## config.mk

```make
export PLATFORM = sky130hd
export DESIGN_NAME = timer_apb_regs
export DESIGN_NICKNAME = d
export VERILOG_FILES = /design/src/rtl/timer_apb_regs.sv
export SDC_FILE = /design/constraint.sdc
export NUM_CORES = 1
export LEC_CHECK = 0
export BUFFER_PORTS_ARGS = -buffer_cell sky130_fd_sc_hd__buf_2
export CAP_MARGIN = 20
export CORE_MARGIN = 5
export CORE_UTILIZATION = 35
export DETAILED_ROUTE_END_ITERATION = 6
export GPL_TIMING_DRIVEN = 0
export PLACE_DENSITY = 0.73
export RECOVER_POWER = 100
export SETUP_SLACK_MARGIN = 0.05
export SLEW_MARGIN = 10
export SYNTH_ARGS = -nofsm -noshare
export SYNTH_HDL_FRONTEND = slang
export SYNTH_SLANG_ARGS = --single-unit
```

## constraint.sdc

```tcl
create_clock -name pclk -period 1.5 [get_ports pclk]
set_input_delay 0.075 -clock pclk [delete_from_list [all_inputs] [get_ports pclk]]
set_output_delay 0.075 -clock pclk [all_outputs]
set_load 0.005 [all_outputs]
```

## src/rtl/timer_apb_regs.sv

```systemverilog
// timer_apb_regs: APB register block in front of the 8-bit timer counter core.
// Holds TDR (reload/compare data), TCR (control fields) and TSR (sticky
// overflow/underflow flags), and drives the control fields to the counter.
// Build option: define TIMER_APB_WAIT_EN to insert one wait state per transfer.
module timer_apb_regs #(
    parameter int ADDR_W = 8,
    parameter int DATA_W = 8
) (
    input  logic              pclk,
    input  logic              rst,
    input  logic              psel,
    input  logic              penable,
    input  logic              pwrite,
    input  logic [ADDR_W-1:0] paddr,
    input  logic [DATA_W-1:0] pwdata,
    output logic [DATA_W-1:0] prdata,
    output logic              pready,
    output logic              pslverr,
    input  logic              ovf_set,
    input  logic              udf_set,
    output logic [7:0]        tdr_o,
    output logic              load_o,
    output logic              updown_o,
    output logic              en_o,
    output logic [1:0]        cks_o
);

    localparam logic [ADDR_W-1:0] ADDR_TDR = ADDR_W'(0);
    localparam logic [ADDR_W-1:0] ADDR_TCR = ADDR_W'(1);
    localparam logic [ADDR_W-1:0] ADDR_TSR = ADDR_W'(2);
    // Only load (7), updown (5), en (4) and the clock select (1:0) exist in TCR.
    localparam logic [DATA_W-1:0] TCR_MASK = 8'b1011_0011;

    // The state names the bus phase completed on the previous cycle, so the
    // first access cycle is seen while the register still holds SETUP.
`ifdef TIMER_APB_WAIT_EN
    typedef enum logic [1:0] {IDLE, SETUP, WAIT, ACCESS} state_t;
`else
    typedef enum logic [1:0] {IDLE, SETUP, ACCESS} state_t;
`endif

    state_t state_reg;

    logic [DATA_W-1:0] tdr_reg;
    logic [DATA_W-1:0] tcr_reg;
    logic [1:0]        tsr_reg;
    logic [1:0]        flag_set;

    logic access_phase;
    logic sel_tdr;
    logic sel_tcr;
    logic sel_tsr;
    logic addr_err;
    logic wr_commit;

    assign access_phase = psel & penable;

    // pready is decoded from the registered phase plus the live strobes, so a
    // zero-wait transfer completes in its first access cycle.
`ifdef TIMER_APB_WAIT_EN
    assign pready = access_phase & (state_reg == WAIT);
`else
    assign pready = access_phase & (state_reg == SETUP);
`endif

    assign sel_tdr   = (paddr == ADDR_TDR);
    assign sel_tcr   = (paddr == ADDR_TCR);
    assign sel_tsr   = (paddr == ADDR_TSR);
    assign addr_err  = ~(sel_tdr | sel_tcr | sel_tsr);
    assign wr_commit = pready & pwrite;
    assign pslverr   = pready & addr_err;
    assign flag_set  = {udf_set, ovf_set};

    // APB phase tracking; psel+penable straight from IDLE is ignored.
    always_ff @(posedge pclk) begin
        if (rst) begin
            state_reg <= IDLE;
        end else begin
            case (state_reg)
                IDLE: begin
                    if (psel && !penable) state_reg <= SETUP;
                end
                SETUP: begin
                    if (!psel) begin
                        state_reg <= IDLE;
                    end else if (penable) begin
`ifdef TIMER_APB_WAIT_EN
                        state_reg <= WAIT;
`else
                        state_reg <= ACCESS;
`endif
                    end
                end
`ifdef TIMER_APB_WAIT_EN
                WAIT: begin
                    if (access_phase) state_reg <= ACCESS;
                    else              state_reg <= IDLE;
                end
`endif
                ACCESS: begin
                    if (psel && !penable) state_reg <= SETUP;
                    else                  state_reg <= IDLE;
                end
                default: state_reg <= IDLE;
            endcase
        end
    end

    // TDR and TCR capture write data on the commit edge; TCR keeps only its real bits.
    always_ff @(posedge pclk) begin
        if (rst) begin
            tdr_reg <= '0;
            tcr_reg <= '0;
        end else if (wr_commit) begin
            if (sel_tdr) tdr_reg <= pwdata;
            if (sel_tcr) tcr_reg <= pwdata & TCR_MASK;
        end
    end

    // Sticky flags: a counter pulse sets, a written 0 clears, set beats clear.
    generate
        for (genvar gi = 0; gi < 2; gi++) begin : g_tsr
            always_ff @(posedge pclk) begin
                if (rst) begin
                    tsr_reg[gi] <= 1'b0;
                end else if (flag_set[gi]) begin
                    tsr_reg[gi] <= 1'b1;
                end else if (wr_commit && sel_tsr && !pwdata[gi]) begin
                    tsr_reg[gi] <= 1'b0;
                end
            end
        end
    endgenerate

    // Read mux: data only on a completing read, zero otherwise and for holes.
    always_comb begin
        prdata = '0;
        if (pready && !pwrite) begin
            if (sel_tdr)      prdata = tdr_reg;
            else if (sel_tcr) prdata = tcr_reg;
            else if (sel_tsr) prdata = {{(DATA_W-2){1'b0}}, tsr_reg};
        end
    end

    assign tdr_o    = tdr_reg;
    assign load_o   = tcr_reg[7];
    assign updown_o = tcr_reg[5];
    assign en_o     = tcr_reg[4];
    assign cks_o    = tcr_reg[1:0];

endmodule

```

==> results of run 1 <==
-- worst max-delay path, delay by kind of cell (launching register included) --
kind / cells / cell delay, ns
and+or+nand+nor: 3 / 0.61
DFF: 1 / 0.33
buffers and inverters: 2 / 0.22
-- cells in the final DEF, fill, tap and decap left out, types with 2 or more instances in the layout --
| cell type | netlist | routed |
|---|---|---|
| a2bb2oi_1 | 2 | 2 |
| a41oi_2 | 0 | 2 |
| and3_1 | 3 | 2 |
| and3_4 | 0 | 2 |
| buf_2 | 2 | 45 |
| buf_4 | 0 | 5 |
| clkbuf_1 | 2 | 3 |
| clkbuf_4 | 0 | 3 |
| dfxtp_1 | 17 | 16 |
| mux2i_1 | 18 | 18 |
| nand2b_1 | 21 | 21 |
| nand4_2 | 2 | 2 |
| nor2_1 | 8 | 8 |
| nor3_1 | 3 | 2 |
| o21bai_1 | 2 | 2 |
-- metal layers --
metal	up-vias	track usage (%)	share of wire (%)
met5	-	0	0
met4	0	5.263	1.3
met3	4	3.145	6.9
met2	29	25.23	50
met1	443	15.99	41
li1	456	-	-
-- Yosys cell counts (2+ instances only) --
cell	count
nand2b_1	21
mux2i_1	18
dfxtp_1	17
nor2_1	8
and3_1	3
nor3_1	3
a2bb2oi_1	2
a41oi_1	2
buf_2	2
clkbuf_1	2
nand4_2	2
o21bai_1	2
-- worst max path at each step --
stage	startpoint	to	slack [ns]
global route	state_reg[1]	prdata[2]	-0.1
finish	state_reg[1]	prdata[6]	-0.002
floorplan	state_reg[1]	tdr_o[2]	0.30
detailed placement	paddr[3]	tdr_o[3]	0.16
global placement	paddr[3]	tcr_reg[0]	0.20
CTS	state_reg[1]	prdata[3]	0.03
-- cell type report --
| cell class | instances | area (sq um) | area share (%) |
|---|---|---|---|
| well taps | 30 | 37.54 | 2.924 |
| inverters | 2 | 8.758 | 0.6823 |
| multi-input cells | 73 | 578.1 | 45.03 |
| plain buffers | 4 | 17.52 | 1.365 |
| repair buffers | 50 | 274.0 | 21.35 |
| flip-flops and latches | 17 | 341.6 | 26.61 |
| clock buffers | 4 | 26.28 | 2.047 |
-- power by group through the flow --
stage               Combinational (mW)  Clock [mW]  Sequential, mW
finish                           0.105       0.234           0.459
global route                     0.115       0.258           0.460
CTS                              0.101       0.240           0.459
detailed placement              0.0974           0           0.469
global placement                0.0948           0           0.469
floorplan                       0.0484           0           0.469
-- per-stage QoR --
stage	hold WS [ns]	instances
3_5_place_dp	0.2757	170
3_3_place_gp	0.2696	170
6_report	0.03224	180
5_1_grt	0.02624	180
2_1_floorplan	0.1647	96
4_1_cts	0.02419	179
-- cell families (layout without fill, tap and decap cells) --
kind of cell | Yosys count | after routing
compound gates | 8 | 8
buf+inv | 6 | 60
flops | 17 | 17
mux | 18 | 18
simple gates | 47 | 47
-- repair_timing --
| action | 4_1_cts | 5_1_grt |
|---|---|---|
| gates cloned | 0 | 0 |
| setup buffers | 4 | 1 |
| endpoints found under the hold margin | 1 | 0 |
| pin swaps | 6 | 2 |
| hold buffers | 1 | 0 |
| setup endpoints to repair | 8 | 14 |
| resized for setup | 2 | 6 |
==> reports/metrics.cfg, run 1 <==
[routing]
firstDrtPassIters = 4
initialDrtViolationCount = 16
drc = 0
vias_per_cell = 5.178
wl_per_cell_um = 13.86
routed_wirelength_um = 2494
vias = 932
drtAntennaViolNets = 0

[floorplan]
fp.dieArea_sq_mm = 0.003736
core_region_area_sq_mm = 0.002500
row_count = 18
start_util_pct = 36.59
io_pins = 46
die_h_um = 61.12
dieWidth_um = 61.12

[timing]
hold_viol = 0
rsz0062_at_grt = true
finClkSkew_ns = 0.001438
post-route-period-util_pct = 100.1
max_freq_mhz = 665.8
setup_viol_count_final = 1
slew_headroom_pct = 67.75
worst_slack_ns = -0.002006
setup_tns_ns = -0.002006
finalCriticalPeriod_ns = 1.502
slew_viol_final = 0
tightest_slew_ns = 0.4819

[synth]
ys_top_cells_by_area = dfxtp_1 37%, mux2i_1 20%, nand2b_1 14%
synthesis.nets = 119
synthMuxAreaShare_pct = 19.70
synth_edf_count = 0
async_flop_share_pct = 0
ys.flop_type = dfxtp_1
synth-xor-area-share_pct = 0
yosysSeqAreaShare_pct = 37.21
synth_area_sq_um = 914.6
synth.distinct_cells = 26
synth_top_family_by_area = simple AND/OR/NAND/NOR gates
ys_warn_count = 0
synthSimpleGateAreaFrac_pct = 33.24
yosysTopAreaCell = dfxtp_1
ys_ff_latch = 17
avgSynthCellArea_sq_um = 9.527
synth_compound_area_share_pct = 7.114
yosysTopAreaCellShare_pct = 37.21
synthAdderAreaFrac_pct = 0
syn_inst = 96

[critical_path]
cp_common_cell = and3_4
end_kind = output port
critPathRequiredTime_ns = 1.42
worst_r2r_endpoint = tsr_reg[1]
path_class = flop to output port
arrival_ns = 1.43
rrSetupSlack_ns = 0.10
worstSetupStartpointType = flop
ff2ff_path_depth = 7
r2r-start = state_reg[1]
cp_cell_sequence = nand4b_1 > clkinv_2 > and3_4 > and3_4 > buf_6
crit_path_max_fanout = 6
slowest_stage = dfxtp_2
max_stage_delay_ns = 0.33

[power_and_ir_drop]
p_total_uw = 797.6
sw_frac_of_total_pct = 23.51
seq_power_share_pct = 57.5
comb_power_share_pct = 13.2
power.share.clock_pct = 29.3
power.internal_uw = 610.1
power_density_mw_per_mm2 = 621.3
p_leak_nw = 0.6791
switchingPower_uw = 187.5
ir_drop_v = 0.0003855

[place]
placedInstanceArea_sq_mm = 0.001172
pre_cts_slack_ns = 0.1606
io_buffers = 44
dp_hpwl_um = 1887
gp_congestion = 0.7936

[cells_and_area]
antenna_cells = 0
final_core_util_pct = 51.35
fill_cells = 239
final_cell_area_sq_mm = 0.001284
largest_register_ffs = 8
nets = 174
areaGrowthSynthToFinish_pct = 40.36
drive_gt1_share_pct = 42.67

[cts]
clk_latency_ns = 0.28
cts_tree = built
cts-buffers-inserted = 3
clockBufferDepth = 2
htree_levels = 1
clk_pin_slew_ns = 0.09
cts_root_buf = clkbuf_4
cts_sinks = 17

[hold_path]
min_to = state_reg[0]
worstHoldPathCells = 3
min_from = psel
min_path_type = primary input to flop

[global_routing]
grt_max_degree = 11
grt_antenna_before_repair = 0
grt_pass1_wl_um = 3974
grt_pass1_vias = 930
grt-ovfl-total = 0
grt_util_all_layers_pct = 14.01

[job]
drv_cap = 0

[run_status]
violations = negative setup slack
outcome = finished with violations

(Power assumes the default switching activity.)
==> run 2, diff against run 1 <==
--- a/config.mk
+++ b/config.mk
@@ -11,6 +11,7 @@
 export CORE_UTILIZATION = 35
 export DETAILED_ROUTE_END_ITERATION = 6
 export GPL_TIMING_DRIVEN = 0
+export HOLD_SLACK_MARGIN = 0.05
 export PLACE_DENSITY = 0.73
 export RECOVER_POWER = 100
 export SETUP_SLACK_MARGIN = 0.05
==> run 2 against run 1 <==
The flow still finishes with violations (negative setup slack). Die area stayed put. Cell count is 1.7% higher. Worst setup slack worse by 0.0046 ns. First-iteration DRC count is 13% lower. Non-clock buffer count is 3 higher. Core utilization is 1.2 points higher. Clock skew is 0.00068 ns higher. Flip-flop and latch count stayed put. Wire length is 2.4% higher. Clock power hardly changed. Critical path type unchanged.
==> reports/metrics.cfg, run 2 (same netlist as run 1, synthesis figures left out) <==
[floorplan]
row_count = 18
core_region_area_sq_mm = 0.002500
dieWidth_um = 61.12
fp.dieArea_sq_mm = 0.003736
start_util_pct = 36.59
io_pins = 46
die_h_um = 61.12

[timing]
post-route-period-util_pct = 100.4
worst_slack_ns = -0.006639
tightest_slew_ns = 0.4696
setup_viol_count_final = 2
slew_viol_final = 0
rsz0062_at_grt = true
hold_viol = 0
slew_headroom_pct = 68.58
finalCriticalPeriod_ns = 1.507
max_freq_mhz = 663.7
finClkSkew_ns = 0.002116

[routing]
routed_wirelength_um = 2554
vias = 950
vias_per_cell = 5.191
wl_per_cell_um = 13.96
firstDrtPassIters = 4
drtAntennaViolNets = 0
drc = 0
initialDrtViolationCount = 14

[cells_and_area]
largest_register_ffs = 8
drive_gt1_share_pct = 41.83
nets = 177
antenna_cells = 0
final_cell_area_sq_mm = 0.001314
final_core_util_pct = 52.55
fin_cells = 183
final_cell_mix = 45 x buf_2, 21 x nand2b_1, 18 x mux2i_1
final_common_cell = buf_2
areaGrowthSynthToFinish_pct = 43.64

[cts]
cts_tree = built
clk_latency_ns = 0.28
clockBufferDepth = 2
cts_root_buf = clkbuf_4
cts-buffers-inserted = 3
cts_sinks = 17
htree_levels = 1
clk_pin_slew_ns = 0.09

[place]
io_buffers = 44
gp_congestion = 0.7936
placedInstanceArea_sq_mm = 0.001172
dp_hpwl_um = 1887
place_inst = 170

[power_and_ir_drop]
seq_power_share_pct = 57.0
sw_frac_of_total_pct = 23.62
power.internal_uw = 614.8
p_leak_nw = 0.6938
power_density_mw_per_mm2 = 612.8
power.share.clock_pct = 29.2
comb_power_share_pct = 13.8
switchingPower_uw = 190.2
ir_drop_v = 0.0003853

[critical_path]
path_class = flop to output port
worstSetupStartpointType = flop
critPathRequiredTime_ns = 1.42
arrival_ns = 1.43
end_kind = output port
crit_path_max_fanout = 6

[global_routing]
grt-ovfl-total = 0
grt_util_all_layers_pct = 14.18
grt_pass1_wl_um = 4029
grt_max_degree = 11
grt_antenna_before_repair = 0
grt_pass1_vias = 939

[run_status]
violations = negative setup slack
outcome = finished with violations

[job]
drv_cap = 0

[hold_path]
min_path_type = primary input to flop

## run 2: worst paths after layout
kind	depth (start not counted)	slack [ns]	startpoint	to
max reg2reg	7	0.10	state_reg[1]	tsr_reg[1]
min	3	0.06	pwdata[3]	tdr_o[3]
min reg2reg	2	0.49	tdr_o[2]	tdr_o[2]
max	5	-0.007	state_reg[1]	prdata[6]
## run 2: timing repair
| item | 4_1_cts | 5_1_grt |
|---|---|---|
| endpoints found under the setup margin | 8 | 15 |
| resized for setup | 2 | 6 |
| buffers inserted | 4 | 1 |
| endpoints found under the hold margin | 2 | 1 |
| pin swaps | 6 | 2 |
| cloned | 0 | 0 |
| hold buffers | 3 | 1 |
## run 2: stage by stage
step	setup slack [ns]	total power, mW	hold slack, ns	TNS, ns
final	-0.006639	0.8050	0.05715	-0.007859
after global routing	-0.09685	0.8394	0.06053	-0.6184
after CTS	0.02653	0.8031	0.05035	0
after detailed placement	0.1606	0.5667	0.2757	0
after global placement	0.1960	0.5637	0.2696	0
after floorplan	0.2964	0.5170	0.1647	0
## run 2: layout make-up
cell class / instances / area, sq um
fillers: 240 / 1186
multi-input cells: 73 / 578.1
flip-flops and latches: 17 / 341.6
repair buffers: 53 / 304.0
well taps: 30 / 37.54
clock buffers: 4 / 26.28
plain buffers: 4 / 17.52
inverters: 2 / 8.758
## run 2: routing by layer
| layer | up-vias | routed length [um] | track usage, % |
|---|---|---|---|
| met3 | 6 | 165 | 3.145 |
| met1 | 454 | 1044 | 16.24 |
| met4 | 0 | 47 | 5.263 |
| li1 | 461 | - | - |
| met5 | - | 0 | 0 |
| met2 | 29 | 1297 | 25.53 |
## run 2: critical path, stage by stage (launching register included)
cell	delay, ns
dfxtp_2	0.33
nand4b_1	0.23
clkinv_2	0.13
and3_4	0.21
and3_4	0.17
buf_6	0.09
## run 2: power by group through the flow
stage	clock, mW	combinational [mW]	sequential, mW
final	0.235	0.111	0.459
after global routing	0.258	0.122	0.460
after CTS	0.240	0.104	0.459
after detailed placement	0	0.0974	0.469
after global placement	0	0.0948	0.469
after floorplan	0	0.0484	0.469
==> run 3, diff against run 2 <==
--- a/config.mk
+++ b/config.mk
@@ -5,14 +5,16 @@
 export SDC_FILE = /design/constraint.sdc
 export NUM_CORES = 1
 export LEC_CHECK = 0
+export ABC_AREA = 1
 export BUFFER_PORTS_ARGS = -buffer_cell sky130_fd_sc_hd__buf_2
 export CAP_MARGIN = 20
 export CORE_MARGIN = 5
 export CORE_UTILIZATION = 35
+export CTS_CLUSTER_DIAMETER = 120
 export DETAILED_ROUTE_END_ITERATION = 6
 export GPL_TIMING_DRIVEN = 0
 export HOLD_SLACK_MARGIN = 0.05
-export PLACE_DENSITY = 0.73
+export PLACE_DENSITY = 0.77
 export RECOVER_POWER = 100
 export SETUP_SLACK_MARGIN = 0.05
 export SLEW_MARGIN = 10
==> constraint.sdc (replaced) <==
create_clock -name pclk -period 1.3 [get_ports pclk]
set_input_delay 0.065 -clock pclk [delete_from_list [all_inputs] [get_ports pclk]]
set_output_delay 0.065 -clock pclk [all_outputs]
set_load 0.005 [all_outputs]
==> run 3 against run 2 <==
Worst hold slack gained 0.0071 ns. Highest routed layer unchanged. Critical endpoint is now prdata[5]. The run still ends with negative setup slack left. Register-to-register slack lost 0.19 ns. Global-route usage grew 2.0 points. Non-clock buffer count grew 3. Core utilization grew 4.5 points. Synthesized area shrank 7.4%. Cell count grew 19%. Sequential power grew 15%. Die area shrank 6.2%.
==> reports/metrics.cfg, run 3 <==
[run_status]
outcome = finished with violations
violations = negative setup slack

[hold_path]
min_to = tcr_reg[7]
min_path_type = primary input to flop
min_from = pwdata[7]
worstHoldPathCells = 3

[routing]
initialDrtViolationCount = 32
drtAntennaViolNets = 0
firstDrtPassIters = 4
routed_wirelength_um = 2814
wl_per_cell_um = 12.97
vias_per_cell = 4.899
drc = 0
vias = 1063

[cts]
clk_latency_ns = 0.28
cts_root_buf = clkbuf_4
cts-buffers-inserted = 3
htree_levels = 1
clockBufferDepth = 2
cts_tree = built
clk_pin_slew_ns = 0.09
cts_sinks = 17

[synth]
synthesis.nets = 151
synth_top_family_by_area = simple AND/OR/NAND/NOR gates
yosysMostFrequentCell = nand2_1
ys_ff_latch = 17
synth_area_sq_um = 847.1
synth-xor-area-share_pct = 0
synth.top_cells.by_count = 32 x nand2_1, 19 x nor2_1, 17 x a21oi_1, 17 x dfxtp_1, 14 x inv_1
synthSimpleGateAreaFrac_pct = 36.63
avgSynthCellArea_sq_um = 6.618
yosysSeqAreaShare_pct = 40.18
ys.flop_type = dfxtp_1
async_flop_share_pct = 0
synth_edf_count = 0
synth_compound_area_share_pct = 13.88
syn_inst = 128
synth.distinct_cells = 18
yosysTopAreaCellShare_pct = 40.18
yosysTopAreaCell = dfxtp_1
ys_top_cells_by_area = dfxtp_1 40%, nand2_1 14%, a21oi_1 10%
ys_warn_count = 0
synthMuxAreaShare_pct = 0
synthAdderAreaFrac_pct = 0

[critical_path]
ff2ff_path_depth = 8
crit_path_max_fanout = 6
path_class = flop to output port
worst_r2r_endpoint = tcr_reg[7]
max_stage_delay_ns = 0.34
cp_common_cell = inv_2
rrSetupSlack_ns = -0.09
r2r-start = state_reg[1]
critPathRequiredTime_ns = 1.24
end_kind = output port
cp_cell_sequence = inv_2 > nand2_2 > nor2_4 > inv_2 > nor2_4 > inv_2 > a21oi_2 > buf_2
slowest_stage = dfxtp_2
arrival_ns = 1.40
worstSetupStartpointType = flop

[power_and_ir_drop]
power_density_mw_per_mm2 = 709.5
p_total_uw = 912.5
p_leak_nw = 0.5082
ir_drop_v = 0.0006203

[floorplan]
dieWidth_um = 59.20
die_h_um = 59.20
row_count = 17
fp.dieArea_sq_mm = 0.003504
core_region_area_sq_mm = 0.002255
io_pins = 46
start_util_pct = 37.57

[timing]
hold_viol = 0
rsz0062_at_grt = true
tightest_slew_ns = 0.4674
setup_viol_count_final = 17
finalCriticalPeriod_ns = 1.469
finClkSkew_ns = 0.003943
max_freq_mhz = 680.5
fin_hold_ws_ns = 0.06421
slew_viol_final = 0
post-route-period-util_pct = 113.0
worst_slack_ns = -0.1694
slew_headroom_pct = 68.84

[global_routing]
grt_antenna_before_repair = 0
grt-ovfl-total = 0
grt_max_degree = 11
grt_util_all_layers_pct = 16.20
grt_pass1_wl_um = 4388
grt_pass1_vias = 981

[place]
io_buffers = 45
gp_congestion = 0.8043
dp_hpwl_um = 2017

[cells_and_area]
final_common_cell = buf_2
drive_gt1_share_pct = 31.75
antenna_cells = 0
areaGrowthSynthToFinish_pct = 51.85
fill_cells = 239
largest_register_ffs = 8
final_core_util_pct = 57.05
final_cell_mix = 33 x buf_2, 29 x nand2_1, 18 x nor2_1
nets = 213

[job]
drv_cap = 0

-- run 3: cell count changes after synthesis, sizes merged, moves of 3 or more --
cell,before,now
a21oi,0,17
and3,4,0
nor2,8,23
nand2,1,33
mux2i,18,0
o21ai,0,5
nand2b,21,0
nand4,3,0
inv,1,14
nand3,1,11
-- run 3: how the worst max path moves through the flow --
stage	startpoint	endpoint	slack (ns)
after global routing	state_reg[1]	prdata[4]	-0.24
after global placement	state_reg[1]	prdata[4]	0.02
after floorplan	state_reg[1]	prdata[4]	0.23
final	state_reg[1]	prdata[5]	-0.17
after detailed placement	state_reg[0]	prdata[4]	-0.04
after CTS	state_reg[1]	prdata[0]	-0.21
-- run 3: per-stage QoR --
step	area [sq um]	std cells	worst slack [ns]	setup TNS (ns)
finish	1286	217	-0.1694	-1.558
global route	1286	217	-0.2388	-3.737
CTS	1289	218	-0.2057	-1.519
detailed placement	1107	201	-0.04323	-0.04712
global placement	1107	201	0.02417	0
floorplan	847.1	128	0.2282	0
-- run 3: final cells by class --
class | instances | area [sq um] | area share [%]
Timing Repair Buffer | 57 | 325.3 | 25.29
Inverter | 15 | 56.30 | 4.377
Sequential cell | 17 | 342.8 | 26.65
Tap cell | 28 | 35.03 | 2.724
Buffer | 3 | 26.28 | 2.043
Multi-Input combinational cell | 93 | 474.2 | 36.87
Clock buffer | 4 | 26.28 | 2.043
-- run 3: what timing repair did --
action / CTS / global route
gates resized for setup: 13 / 8
endpoints found under the setup margin: 9 / 24
hold buffers: 10 / 0
hold endpoints to repair: 9 / 0
setup buffers: 3 / 0
pin swaps: 5 / 5
-- run 3: where the power goes --
part | leakage [nW] | switching (mW) | total (mW) | internal, mW
logic | 0.355 | 0.0534 | 0.113 | 0.0596
registers | 0.139 | 0.00342 | 0.530 | 0.527
clock network | 0.0150 | 0.151 | 0.270 | 0.119
-- run 3: cells by family (layout without fill, tap and decap cells) --
family	after synthesis	in the layout
buf+inv	18	79
simple gates	70	70
flops	17	17
compound gates	23	23
-- run 3: metal layers --
layer	GRT usage (%)	share of wire, %
met5	0	0
met4	5.825	0.43
met3	3.922	7.9
met2	28.08	51
met1	19.13	41
-- run 3: critical path: cells and delay by family, from the launching register on --
| family | cells | cell delay [ns] |
|---|---|---|
| flops | 1 | 0.34 |
| compound gates | 1 | 0.12 |
| buf+inv | 4 | 0.33 |
| simple gates | 3 | 0.34 |
